--- config.mk ---
export PLATFORM = sky130hd
export DESIGN_NAME = ws_weight_loader
export DESIGN_NICKNAME = d
export VERILOG_FILES = /design/src/rtl/ws_pkg.sv /design/src/rtl/ws_weight_loader.sv
export SDC_FILE = /design/constraint.sdc
export NUM_CORES = 1
export LEC_CHECK = 0
export ABC_CLOCK_PERIOD_IN_PS = 4200
export BUFFER_PORTS_ARGS = -buffer_cell sky130_fd_sc_hd__buf_2
export CORE_MARGIN = 2
export CORE_UTILIZATION = 40
export CTS_BUF_LIST = sky130_fd_sc_hd__clkbuf_8
export DETAILED_ROUTE_END_ITERATION = 8
export MAX_ROUTING_LAYER = met4
export PLACE_DENSITY = 0.68
export SLEW_MARGIN = 15
export SYNTH_ARGS = -nofsm -noshare
export SYNTH_HDL_FRONTEND = slang
export SYNTH_SLANG_ARGS = --single-unit
export TNS_END_PERCENT = 5
--- constraint.sdc ---
create_clock -name clk -period 4.2 [get_ports clk]
set_clock_uncertainty 0.05 [all_clocks]
set_input_delay 0 -clock clk [delete_from_list [all_inputs] [get_ports clk]]
set_output_delay 0 -clock clk [all_outputs]
set_load 0.005 [all_outputs]
--- src/rtl/ws_pkg.sv ---
// Shared types and helpers for the weight-stationary array loader.
package ws_pkg;

    localparam int unsigned IP_SIZE_DEF = 8;

    typedef enum logic [1:0] {
        ST_IDLE,
        ST_LOAD,
        ST_DRAIN,
        ST_DONE
    } ws_ld_state_t;

    // Beat counter width: $clog2(rows), never narrower than one bit.
    function automatic int unsigned cnt_w(input int unsigned rows);
        return (rows <= 2) ? 1 : $clog2(rows);
    endfunction

endpackage

--- src/rtl/ws_weight_loader.sv ---
// Streams ROWS row-vectors of weights into the array top edge with a broadcast
// load strobe, then signals completion so compute only starts on a full array.
module ws_weight_loader
    import ws_pkg::*;
#(
    parameter int unsigned IP_size = IP_SIZE_DEF,
    parameter int unsigned ROWS    = 4,
    parameter int unsigned COLS    = 4
) (
    input  logic                    clk,
    input  logic                    rst,
    input  logic                    start,
    output logic                    start_ready,
    input  logic                    w_valid,
    output logic                    w_ready,
    input  logic [COLS*IP_size-1:0] w_data,
    output logic                    w_load_out,
    output logic [COLS*IP_size-1:0] w_col,
    output logic                    busy,
    output logic                    done,
    output logic                    weights_valid
);

    localparam int unsigned     CW   = cnt_w(ROWS);
    localparam logic [CW-1:0]   LAST = CW'(ROWS - 1);

    ws_ld_state_t               state_q, state_d;
    logic [CW-1:0]              cnt_q, cnt_d;
    logic                       wv_q, wv_d;
    logic                       load_q, load_d;
    logic [COLS*IP_size-1:0]    col_q, col_d;
    logic                       accept;

    always_ff @(posedge clk or posedge rst) begin
        if (rst) begin
            state_q <= ST_IDLE;
            cnt_q   <= '0;
            wv_q    <= 1'b0;
            load_q  <= 1'b0;
            col_q   <= '0;
        end else begin
            state_q <= state_d;
            cnt_q   <= cnt_d;
            wv_q    <= wv_d;
            load_q  <= load_d;
            col_q   <= col_d;
        end
    end

    always_comb begin
        state_d = state_q;
        cnt_d   = cnt_q;
        wv_d    = wv_q;
        accept  = (state_q == ST_LOAD) && w_valid;
        // Stall cycles drive zero so the PE chain sees a clean idle top edge.
        load_d  = accept;
        col_d   = accept ? w_data : '0;

        unique case (state_q)
            ST_IDLE: begin
                if (start) begin
                    state_d = ST_LOAD;
                    cnt_d   = '0;
                    wv_d    = 1'b0;
                end
            end
            ST_LOAD: begin
                if (accept) begin
                    cnt_d = cnt_q + CW'(1);
                    if (cnt_q == LAST) state_d = ST_DRAIN;
                end
            end
            ST_DRAIN: begin
                state_d = ST_DONE;
                wv_d    = 1'b1;
            end
            ST_DONE: begin
                if (start) begin
                    state_d = ST_LOAD;
                    cnt_d   = '0;
                    wv_d    = 1'b0;
                end else begin
                    state_d = ST_IDLE;
                end
            end
            default: state_d = ST_IDLE;
        endcase
    end

    // Handshake outputs decode registered state only.
    assign start_ready   = (state_q == ST_IDLE) || (state_q == ST_DONE);
    assign w_ready       = (state_q == ST_LOAD);
    assign busy          = (state_q == ST_LOAD) || (state_q == ST_DRAIN);
    assign done          = (state_q == ST_DONE);
    assign weights_valid = wv_q;
    assign w_load_out    = load_q;
    assign w_col         = col_q;

endmodule

# Yosys cells after proc, flatten, opt, wreduce, memory -nomap -nowiden
# Cells that the tools add are included.
# totals
ff_bits,38
latchBits,0
mem_bits_rw,0
romBits,0
in_bits,36
output_inout_bits,38
n_memories,0
# op_classes
add_sub_neg,1
mul,0
n_div,0
n_lt_le_gt_ge,0
eq_ne,8
shift,0
mux,11
n_bitwise,0
n_reduce_logical,10
# ops
op,count
$mux 32,1
$mux 2,5
$pmux 2 s4,1
$eq 2x2->1 const B,3
$ne 2x1->1 const B,3
$reduce_and 3->1,2
$pmux 2 s2,1
$reduce_bool 2->1,2
$add 2x1->2 const B,1
$eq 2x1->1 const B,1
$logic_not 2->1,1
$logic_or 1x1->1,2
$mux 1,2
$ne 2x2->1 const B,1
$pmux 1 s2,1
$reduce_and 2->1,1
$reduce_or 2->1,1
$logic_and 1x1->1,1

# Longest topological paths before layout
# Gate-level depths: netlist of the first run.
# logic_depth
depth_word,4
mapped_depth,5
ltp_nobuf,5

# Worst setup path after synthesis of the first run
# No wires, ideal clock.
# synth_path
path_type,register to register
startpoint,register state_q[1]
endpoint,register state_q[0]
setup_time_ps,87
t_arrival_ps,1221
t_required_ps,4063
path_slack_ps,2842
path_stages_with_launch,6
period_less_slack_ps,1358
path_cell_list,dfrtp_1 -> inv_1 -> ha_1 -> nand2b_1 -> and3_1 -> a22oi_1
# synth_between
elab_chain_cells,4
elab_cells_between_ends,10
classes_between,eq/ne: 6; mux: 1; reduce/logical: 3
# synth_lines
element,line,rtl
from (decl),ws_weight_loader.sv:27,"ws_ld_state_t state_q, state_d;"
from (signal assigned),ws_weight_loader.sv:42,state_q <= state_d;
$eq 2x1->1 (*),-,
named net w_ready,ws_weight_loader.sv:15,"output logic w_ready,"
$logic_and 1x1->1,ws_weight_loader.sv:54,accept = (state_q == ST_LOAD) && w_valid;
$ne 2x1->1 (no line),-,
$reduce_and 3->1 (no line),-,
# The timed path passes the listed nets; every way through them passes the cells marked *.
# A chain may end at the register's enable or synchronous reset.

# Final worst setup path of the first run
# layout_path
startpoint,register state_q[1]
endpoint,register state_q[0]
# layout_between
elab_chain_cells,4
elab_cells_between_ends,10
classes_between,eq/ne: 6; mux: 1; reduce/logical: 3
# layout_lines
element,line
$eq 2x1->1,"ws_weight_loader.sv:54, ws_weight_loader.sv:59"
$logic_and 1x1->1,ws_weight_loader.sv:54
$ne 2x1->1 (no line),-
$reduce_and 3->1 (no line),-
# Parallel ways exist; a longest one is shown, timed or not.

==> impl_results.md, run 1 <==
* Rel. slew slack at 0.414
* DRT iter0 DRCs at 36
* CTS sink cnt at 38
* Ports at 74
* Critical path arrival at approximately 2.3 ns
* Share of the synthesized area in the top cell type at 0.671
* Setup crit start kind: flip-flop
* Least-Margin Pin Slew at 0.879 ns
* # diodes at 0
* Initial Util at 0.421
* Gr usage total at 0.204
* Syn_nets at 151
* Worst-Skew Late Latency at 0.28 ns
* Post-layout nets at 260
* Distinct cells, synth at 18
* Hpwl dp at 2220 µm
* Antenna violations before repair at 0
* Ys Warns at 0
* Leak pwr at 1.39 nW
* Core ar. at 3360 µm²
* Setup_tns at 0 ns
* Pre-antenna DRT Iters at 4
* Num CTS Buffers at 5
* Wire per inst at 14.0 µm
* Number of synthesized register bits at 38
* Die Y at 63.5 µm
* Cell count after synthesis at about 110
* DR vias/cell at approximately 4.7
* Pre-CTS setup slack at 2.09 ns
* Post-synth top area cell: dfrtp_1
* # setup viols final at 0
* Min-Delay Path Class: primary input to flip-flop
* Setup WS post-layout at between 1.5 and 2 ns
* Vias in the first global route at 1299
* FF-to-FF setup slack at 2.00 ns
* Most frequent cells in the layout: buf_2 (73), dfrtp_1 (38), dlygate4sd3_1 (34)
* Gp weighted congestion at 0.856
* Worst r2r src: state_q[1]
* Outcome: finished, final reports clean
* Max-cap viol count at 0
* Avg Synthesized Cell Area at 13.2 µm²
* Overall routed net length at approximately 3700 µm
* Input/output buffers at between 70 and 80
* Die Wd at 63.5 µm
* DRC viols at 0
* Clk pin slew, worst setup/hold paths at 0.07 ns
* Final hold violation count at 0
* H-tree depth at 2
* Clock Path Buffers at 2
* Element type at the critical path end: flip-flop
* Final Max Tran Viols at 0
* VDD IR max at ~440 µV
* Period minus WS final at 2.20 ns
* Post-DRT Antenna Nets at 0
* Most common cell after layout, fill and taps aside: buf_2
* PD cells at 535 nW/µm²
* Largest net degree at the start of global routing at 39
* Leading post-synthesis cells by cell area: dfrtp_1 (67%), and3_1 (15%), ha_1 (7.1%), clkbuf_1 (1.6%), mux2i_1 (1.4%)
* Unrepaired setup endpoints after global routing: false
* CTS root buf: clkbuf_8
* Post-synthesis sequential area ratio at 0.671
* Row cnt at 21
* Fmax at 454 MHz
* Worst Hold Depth at 2
* CTS tree: yes
* Worst reg2reg path depth at 5
* Hold_ws at 0.207 ns
* WS Path Type: flip-flop to flip-flop
* HP Start: w_valid
* Critical-path maximum fanout at 35
* Post-Syn Area at 1420 µm²
* Grt ovf at 0
* Area delta synth->final at 62.9%
* Worst Setup SP: state_q[1]
* Cts repair resizes at 0
* Share of layout cells above drive strength 1 at 0.378
* Final Cycle Share at 0.524
* DR vias at 1236
* First-pass GRT wire length at 6190 µm
* Data required, critical path at 4.34 ns
* Die ar. at about 4000 µm²
[synthesized netlist by cell type, drive strengths merged]
cell     count
dfrtp       38
and3        33
ha           8
clkbuf       6
inv          5
nand2b       3
o21ai        3
mux2i        2
a211oi       1
a22o         1
a22oi        1
a31oi        1
and2         1
nand2        1
nor2b        1
o2111ai      1
o2bb2ai      1
[per-stage QoR]
step	cell area [µm²]	instances	power [mW]	util
after floorplan	1420	107	0.690	-
after global placement	1820	221	0.818	0.542
after detailed placement	1820	221	0.838	0.542
after CTS	2310	263	1.24	0.686
after global routing	2310	263	1.32	0.686
final	2310	263	1.23	0.686
[state kept, by name, indices dropped and copies added, names as in the netlist]
name and count:
w_load_out 1, w_col 32, cnt_q 2, weights_valid 1, state_q 2
[cells by family after synthesis]
family	Yosys count	synth area share
adder cells (fa/ha/maj)	8	0.0707
multiplexers	2	0.0141
flip-flops	38	0.671
buffers and inverters	11	0.0292
AO/OA/AOI/OAI	9	0.0442
AND/OR/NAND/NOR	39	0.171
[worst paths after layout]
| check | endpoint |
|---|---|
| hold / removal | w_load_out |
| max in group asynchronous | w_col[3] |
| setup reg to reg | state_q[0] |
| hold reg to reg | cnt_q[1] |
| min in group asynchronous | w_col[29] |
| setup / recovery | state_q[0] |
[per-layer routing]
layer,vias up,GRT usage,routed length [µm]
met3,13,0.0375,157
met1,597,0.244,1460
met2,44,0.337,1930
met4,0,0.0897,123
met5,-,-,0
li1,582,-,-
[layout make-up]
class	count	area [µm²]
Clock buffer	6	82.6
Clock inverter	2	60.1
Fill cell	264	1060
Inverter	5	18.8
Multi-Input combinational cell	58	424
Sequential cell	38	951
Tap cell	46	57.6
Timing Repair Buffer	108	713
[critical path, stage by stage, from the launching register on]
cell      delay [ns]
dfrtp_1         0.44
inv_1           0.17
ha_1            0.76
nand2b_1        0.20
and3_1          0.27
a22oi_1         0.20
[power by group]
part           switching [mW]  leakage [nW]  internal [mW]  total [mW]
Sequential             0.0381         0.513          0.438       0.476
Clock                   0.119        0.0714          0.253       0.372
Combinational           0.203         0.801          0.183       0.386
[repair_timing]
item,in CTS,in global routing
hold endpoints to repair,71,0
setup buffers,0,0
hold buffers,34,0
No activity file was read; power rests on OpenSTA's default activity.
==> inputs of run 2 (changes only) <==
--- a/config.mk
+++ b/config.mk
@@ -5,7 +5,7 @@
 export SDC_FILE = /design/constraint.sdc
 export NUM_CORES = 1
 export LEC_CHECK = 0
-export ABC_CLOCK_PERIOD_IN_PS = 4200
+export ABC_CLOCK_PERIOD_IN_PS = 2210
 export BUFFER_PORTS_ARGS = -buffer_cell sky130_fd_sc_hd__buf_2
 export CORE_MARGIN = 2
 export CORE_UTILIZATION = 40
==> constraint.sdc (replaced) <==
create_clock -name clk -period 2.21 [get_ports clk]
set_clock_uncertainty 0.05 [all_clocks]
set_input_delay 0 -clock clk [delete_from_list [all_inputs] [get_ports clk]]
set_output_delay 0 -clock clk [all_outputs]
set_load 0.005 [all_outputs]
==> impl_results.md, run 2 (synthesis gave the netlist of run 1 again) <==
* Setup crit start kind: flip-flop
* Worst flop-to-flop path endpoint: state_q[1]
* H-tree depth at 2
* Setup_tns at 0 ns
* Element type at the critical path end: flip-flop
* Final Cycle Share at 0.729
* Most frequent cells in the layout: buf_2 (73), dfrtp_1 (38), dlygate4sd3_1 (34)
* Antenna violations before repair at 0
* Post-CTS setup repair buffer count at 0
* Wire per inst at 13.5 µm
* Post-layout nets at 262
* CTS root buf: clkbuf_8
* Worst Hold Depth at 2
* Grt ovf at 0
* Overall routed net length at around 3600 µm
* Pre-antenna DRT Iters at 4
* Initial Util at 0.421
* Gp weighted congestion at 0.810
* DR vias at 1215
* Period minus WS final at 1.61 ns
* CTS sink cnt at 38
* FF-to-FF setup slack at 0.60 ns
* Critical-path maximum fanout at 19
* Leak pwr at 1.38 nW
* Area delta synth->final at 60.3%
* Rel. slew slack at 0.679
* VDD IR max at 655 µV
* Cts repair resizes at 0
* Die ar. at 4030 µm²
* Die Wd at 63.5 µm
* CP max-delay cell: dfrtp_1
* Outcome: finished, final reports clean
* Worst reg2reg path depth at 6
* Share of layout cells above drive strength 1 at 0.379
* Ports at 74
* Fill cells at 261
* Hpwl dp at about 2300 µm
* Final core utilization at 0.675
* Worst-Skew Late Latency at 0.28 ns
* Unrepaired setup endpoints after global routing: false
* Crit path cell chain: inv_1, ha_1, buf_4, nand2b_1, and3_1, mux2i_1
* # diodes at 0
* Final hold violation count at 0
* Largest register FFs at 32
* Least-Margin Pin Slew at between 0.4 and 0.5 ns
* Gr usage total at 0.203
* DRC viols at 0
* Worst r2r src: state_q[1]
* WS Path Type: flip-flop to flip-flop
* Vias in the first global route at 1282
* Largest net degree at the start of global routing at 39
* Die Y at 63.5 µm
* Post-DRT Antenna Nets at 0
* Most common cell after layout, fill and taps aside: buf_2
* # setup viols final at 0
* Max-cap viol count at 0
* Critical path arrival at 1.76 ns
* Row cnt at 21
* Num CTS Buffers at 5
* Final Max Tran Viols at 0
* HP Start: w_valid
* Core ar. at 3360 µm²
* First-pass GRT wire length at 6140 µm
* Hold_ws at between 0.15 and 0.2 ns
* Slowest stage delay, CP at approximately 0.43 ns
* DR vias/cell at 4.58
* Input/output buffers at 73
* PD cells at 933 nW/µm²
* CTS tree: yes
* Worst Hold End: w_load_out
* Hold-fix buffers, CTS at 34
* Clock Path Buffers at 2
* Clk pin slew, worst setup/hold paths at 0.07 ns
* DRT iter0 DRCs at 104
* Data required, critical path at 2.36 ns
* Fmax at 620 MHz
* Min-Delay Path Class: primary input to flip-flop
[run 2: changes by cell type in the layout (fill, tap and decap cells not counted), sizes merged]
| cell | before | now |
|---|---|---|
| buf | 74 | 76 |
| inv | 5 | 6 |
| bufinv | 2 | 0 |
| clkinv | 0 | 1 |
[run 2: per-stage QoR]
step	instances	worst slack, ns	cell area (µm²)	power (mW)
floorplan	107	0.852	1420	1.31
global route	265	0.468	2270	2.29
detailed placement	223	0.621	1840	1.63
CTS	265	0.598	2270	2.14
global placement	223	0.714	1840	1.58
finish	265	0.598	2270	2.12
[run 2: final cells by class]
type	instances	area, µm²	share of cell area
repair buffers	110	728	0.321
clock buffers	6	82.6	0.0364
multi-input cells	58	424	0.187
clock inverters	2	8.76	0.00386
inverters	5	18.8	0.00826
well taps	46	57.6	0.0253
flip-flops and latches	38	951	0.419
[run 2: power breakdown]
group	total [mW]	internal (mW)	switching [mW]	leakage [nW]
registers	0.905	0.832	0.0724	0.513
clock network	0.466	0.247	0.219	0.0524
logic	0.748	0.367	0.381	0.812
total	2.12	1.45	0.673	1.38
[run 2: layer usage]
layer	track usage	routed length (µm)	vias to the layer above
met5	-	0	-
met4	0.0815	52	0
met3	0.0411	154	5
met2	0.337	1930	40
met1	0.244	1430	586
li1	-	-	584
[run 2: worst max-delay path: cells and delay by family, from the launching register on]
kind                       cells  cell delay (ns)
adders and majority gates      1             0.21
buffers and inverters          2             0.32
DFF                            1             0.43
muxes                          1             0.20
and+or+nand+nor                2             0.32
[run 2: worst max path at each step]
stage | from | endpoint | slack [ns] | cells past startpoint
after floorplan | state_q[1] | state_q[0] | 0.85 | 5
after global placement | state_q[1] | state_q[1] | 0.71 | 6
after detailed placement | state_q[1] | state_q[1] | 0.62 | 6
after CTS | state_q[1] | state_q[1] | 0.60 | 6
after global routing | state_q[1] | state_q[1] | 0.47 | 6
final | state_q[1] | state_q[1] | 0.60 | 6
==> inputs of run 3 (changes only) <==
--- a/config.mk
+++ b/config.mk
@@ -5,14 +5,15 @@
 export SDC_FILE = /design/constraint.sdc
 export NUM_CORES = 1
 export LEC_CHECK = 0
-export ABC_CLOCK_PERIOD_IN_PS = 2210
+export ABC_AREA = 1
+export ABC_CLOCK_PERIOD_IN_PS = 1350
 export BUFFER_PORTS_ARGS = -buffer_cell sky130_fd_sc_hd__buf_2
 export CORE_MARGIN = 2
 export CORE_UTILIZATION = 40
 export CTS_BUF_LIST = sky130_fd_sc_hd__clkbuf_8
 export DETAILED_ROUTE_END_ITERATION = 8
 export MAX_ROUTING_LAYER = met4
-export PLACE_DENSITY = 0.68
+export PLACE_DENSITY = 0.7
 export SLEW_MARGIN = 15
 export SYNTH_ARGS = -nofsm -noshare
 export SYNTH_HDL_FRONTEND = slang
==> constraint.sdc (replaced) <==
create_clock -name clk -period 1.35 [get_ports clk]
set_clock_uncertainty 0.05 [all_clocks]
set_input_delay 0 -clock clk [delete_from_list [all_inputs] [get_ports clk]]
set_output_delay 0 -clock clk [all_outputs]
set_load 0.005 [all_outputs]
==> impl_results.md, run 3 <==
* Top-count cell post-synth: inv_1
* Number of synthesized flops with an enable pin at 0
* Element type at the critical path end: output port
* Critical path arrival at around 1.3 ns
* WS Path Type: flip-flop to output port
* Core ar. at approximately 3600 µm²
* Max-cap viol count at 0
* Largest register FFs at 32
* Worst Setup SP: state_q[0]
* Fmax at approximately 760 MHz
* Switch share at 0.329
* Clk pin slew, worst setup/hold paths at 0.07 ns
* Area delta synth->final at 62.2%
* Distinct cells, synth at 11
* Combinational share of power at 0.388
* # setup viols final at 0
* PD cells at ~1500 nW/µm²
* Sequential Power Share at 0.396
* CTS tree: yes
* Rel. slew slack at 0.690
* H-tree depth at 2
* Grt ovf at 0
* Clock Path Buffers at 2
* Critical-path maximum fanout at 7
* DRT iter0 DRCs at 88
* Die Y at 64.8 µm
* Input/output buffers at 73
* Ys Warns at 0
* Number of synthesized register bits at 38
* Data required, critical path at between 1 and 1.5 ns
* Ports at 74
* CTS root buf: clkbuf_8
* Overall routed net length at 3680 µm
* Fill cells at 289
* Die Wd at 64.8 µm
* Min-Delay Path Class: primary input to flip-flop
* Gp weighted congestion at 0.778
* Synth Flop Type: dfrtp_1
* Post-synth top area cell: dfrtp_1
* Post-synthesis sequential area ratio at 0.644
* Most frequent cells in the layout: buf_2 (73), inv_1 (40), dfrtp_1 (38)
* Least-Margin Pin Slew at 0.466 ns
* Psw at approximately 1.2 mW
* Cell Int Power at 2.44 mW
* Initial Util at 0.410
* Gr usage total at 0.191
* Wire per inst at approximately 12 µm
* Die ar. at 4200 µm²
* Worst r2r src: state_q[0]
* Outcome: finished, final reports clean
* Multi-input logic area at between 300 and 400 µm²
* # diodes at 0
* Largest net degree at the start of global routing at 39
* CTS sink cnt at 38
* Final hold violation count at 0
* Avg Synthesized Cell Area at 9.72 µm²
* Final Cycle Share at 0.981
* DR vias/cell at between 4 and 5
* Post-Syn Area at roughly 1500 µm²
* Leak pwr at 1.51 nW
* Worst-Skew Late Latency at between 0.2 and 0.3 ns
* Setup crit start kind: flip-flop
* Unrepaired setup endpoints after global routing: true
* VDD IR max at 891 µV
* Synth cell count leaders: inv_1 (41), dfrtp_1 (38), nor2_1 (34)
* Hpwl dp at 2230 µm
* Syn_nets at 196
* Post-layout nets at 313
* First-pass GRT wire length at 5770 µm
* Final core utilization at 0.664
* Share of the synthesized area in the top cell type at 0.644
* Post-DRT Antenna Nets at 0
* Period minus WS final at 1.32 ns
* Seq. cell area at approximately 950 µm²
* Num CTS Buffers at 5
* Row cnt at 22
* DR vias at between 1000 and 1500
* Clock share of power at 0.216
* Cell count after synthesis at roughly 150
* Total Power at 3.64 mW
* Share of layout cells above drive strength 1 at 0.363
* Final Max Tran Viols at 0
* Most common cell after layout, fill and taps aside: buf_2
* Vias in the first global route at 1261
* HP Start: start
* Leading post-synthesis cells by cell area: dfrtp_1 (64%), inv_1 (10%), nor2_1 (8.6%), ha_1 (6.8%), nand2_1 (4.3%)
* Pre-antenna DRT Iters at 4
* DRC viols at 0
* Post-synth ARST share at 1.00
* Antenna violations before repair at 0
## run 3: changes by cell type in the layout (fill, tap and decap cells not counted), moves of 4 or more
cell / change
nand2_1: +16
inv_1: +34
nand2_2: +4
nand3_1: +4
and3_1: -33
nor2_1: +33
## run 3: kinds of logic (layout without fill, tap and decap cells)
| kind of cell | Yosys count | after routing | share of synthesized area |
|---|---|---|---|
| buffers and inverters | 45 | 163 | 0.117 |
| adders and majority gates | 8 | 8 | 0.0677 |
| DFF | 38 | 38 | 0.644 |
| and+or+nand+nor | 60 | 60 | 0.165 |
| AOI/OAI and AO/OA | 1 | 1 | 0.00677 |
## run 3: through the flow
stage	setup TNS (ns)	std cells	setup slack, ns	cell area, µm²	hold WS, ns
final	0	318	0.0261	2400	0.0216
after global routing	-0.282	318	-0.0602	2400	0.0168
after CTS	0	318	0.0246	2390	0.00800
after detailed placement	0	275	0.0116	1950	0.0936
after global placement	0	275	0.0624	1950	0.0770
after floorplan	0	152	0.0467	1490	0.0562
## run 3: routing by layer
layer	up-vias	global-route usage	part of all wire
met5	-	-	0
met3	9	0.0625	0.082
met2	64	0.331	0.50
met4	0	0.0745	0.014
li1	654	-	-
met1	588	0.201	0.40
## run 3: timing repair
item,4_1_cts,5_1_grt
endpoints found under the setup margin,3,30
buffers inserted,2,0
resized for setup,0,3
hold endpoints to repair,70,0
pin swaps,0,1
hold buffers,33,0
## run 3: layout make-up
class,instances,area share
tap,48,0.0251
clock inverter,2,0.00522
multi-input combinational,69,0.155
timing repair buffer,113,0.317
clock buffer,6,0.0345
sequential,38,0.397
inverter,42,0.0658
## run 3: worst paths after layout
| check | end | slack, ns | cells after the start |
|---|---|---|---|
| max in group asynchronous | w_col[1] | 0.59 | 4 |
| max | start_ready | 0.03 | 4 |
| min in group asynchronous | w_col[8] | 0.33 | 4 |
| max reg2reg | weights_valid | 0.04 | 5 |
| min reg2reg | cnt_q[1] | 0.43 | 2 |
| min | weights_valid | 0.02 | 3 |
## run 3: worst max-delay path, stage by stage, from the launching register on
cell and delay, ns:
dfrtp_1 0.40, inv_1 0.17, ha_4 0.26, inv_2 0.06
buf_2 0.10
## run 3: power by group through the flow
stage	clock network (mW)	logic [mW]	registers [mW]
final	0.785	1.41	1.44
after global routing	0.871	1.59	1.46
after CTS	0.815	1.39	1.44
after detailed placement	0	1.26	1.47
after global placement	0	1.23	1.46
after floorplan	0	0.696	1.50
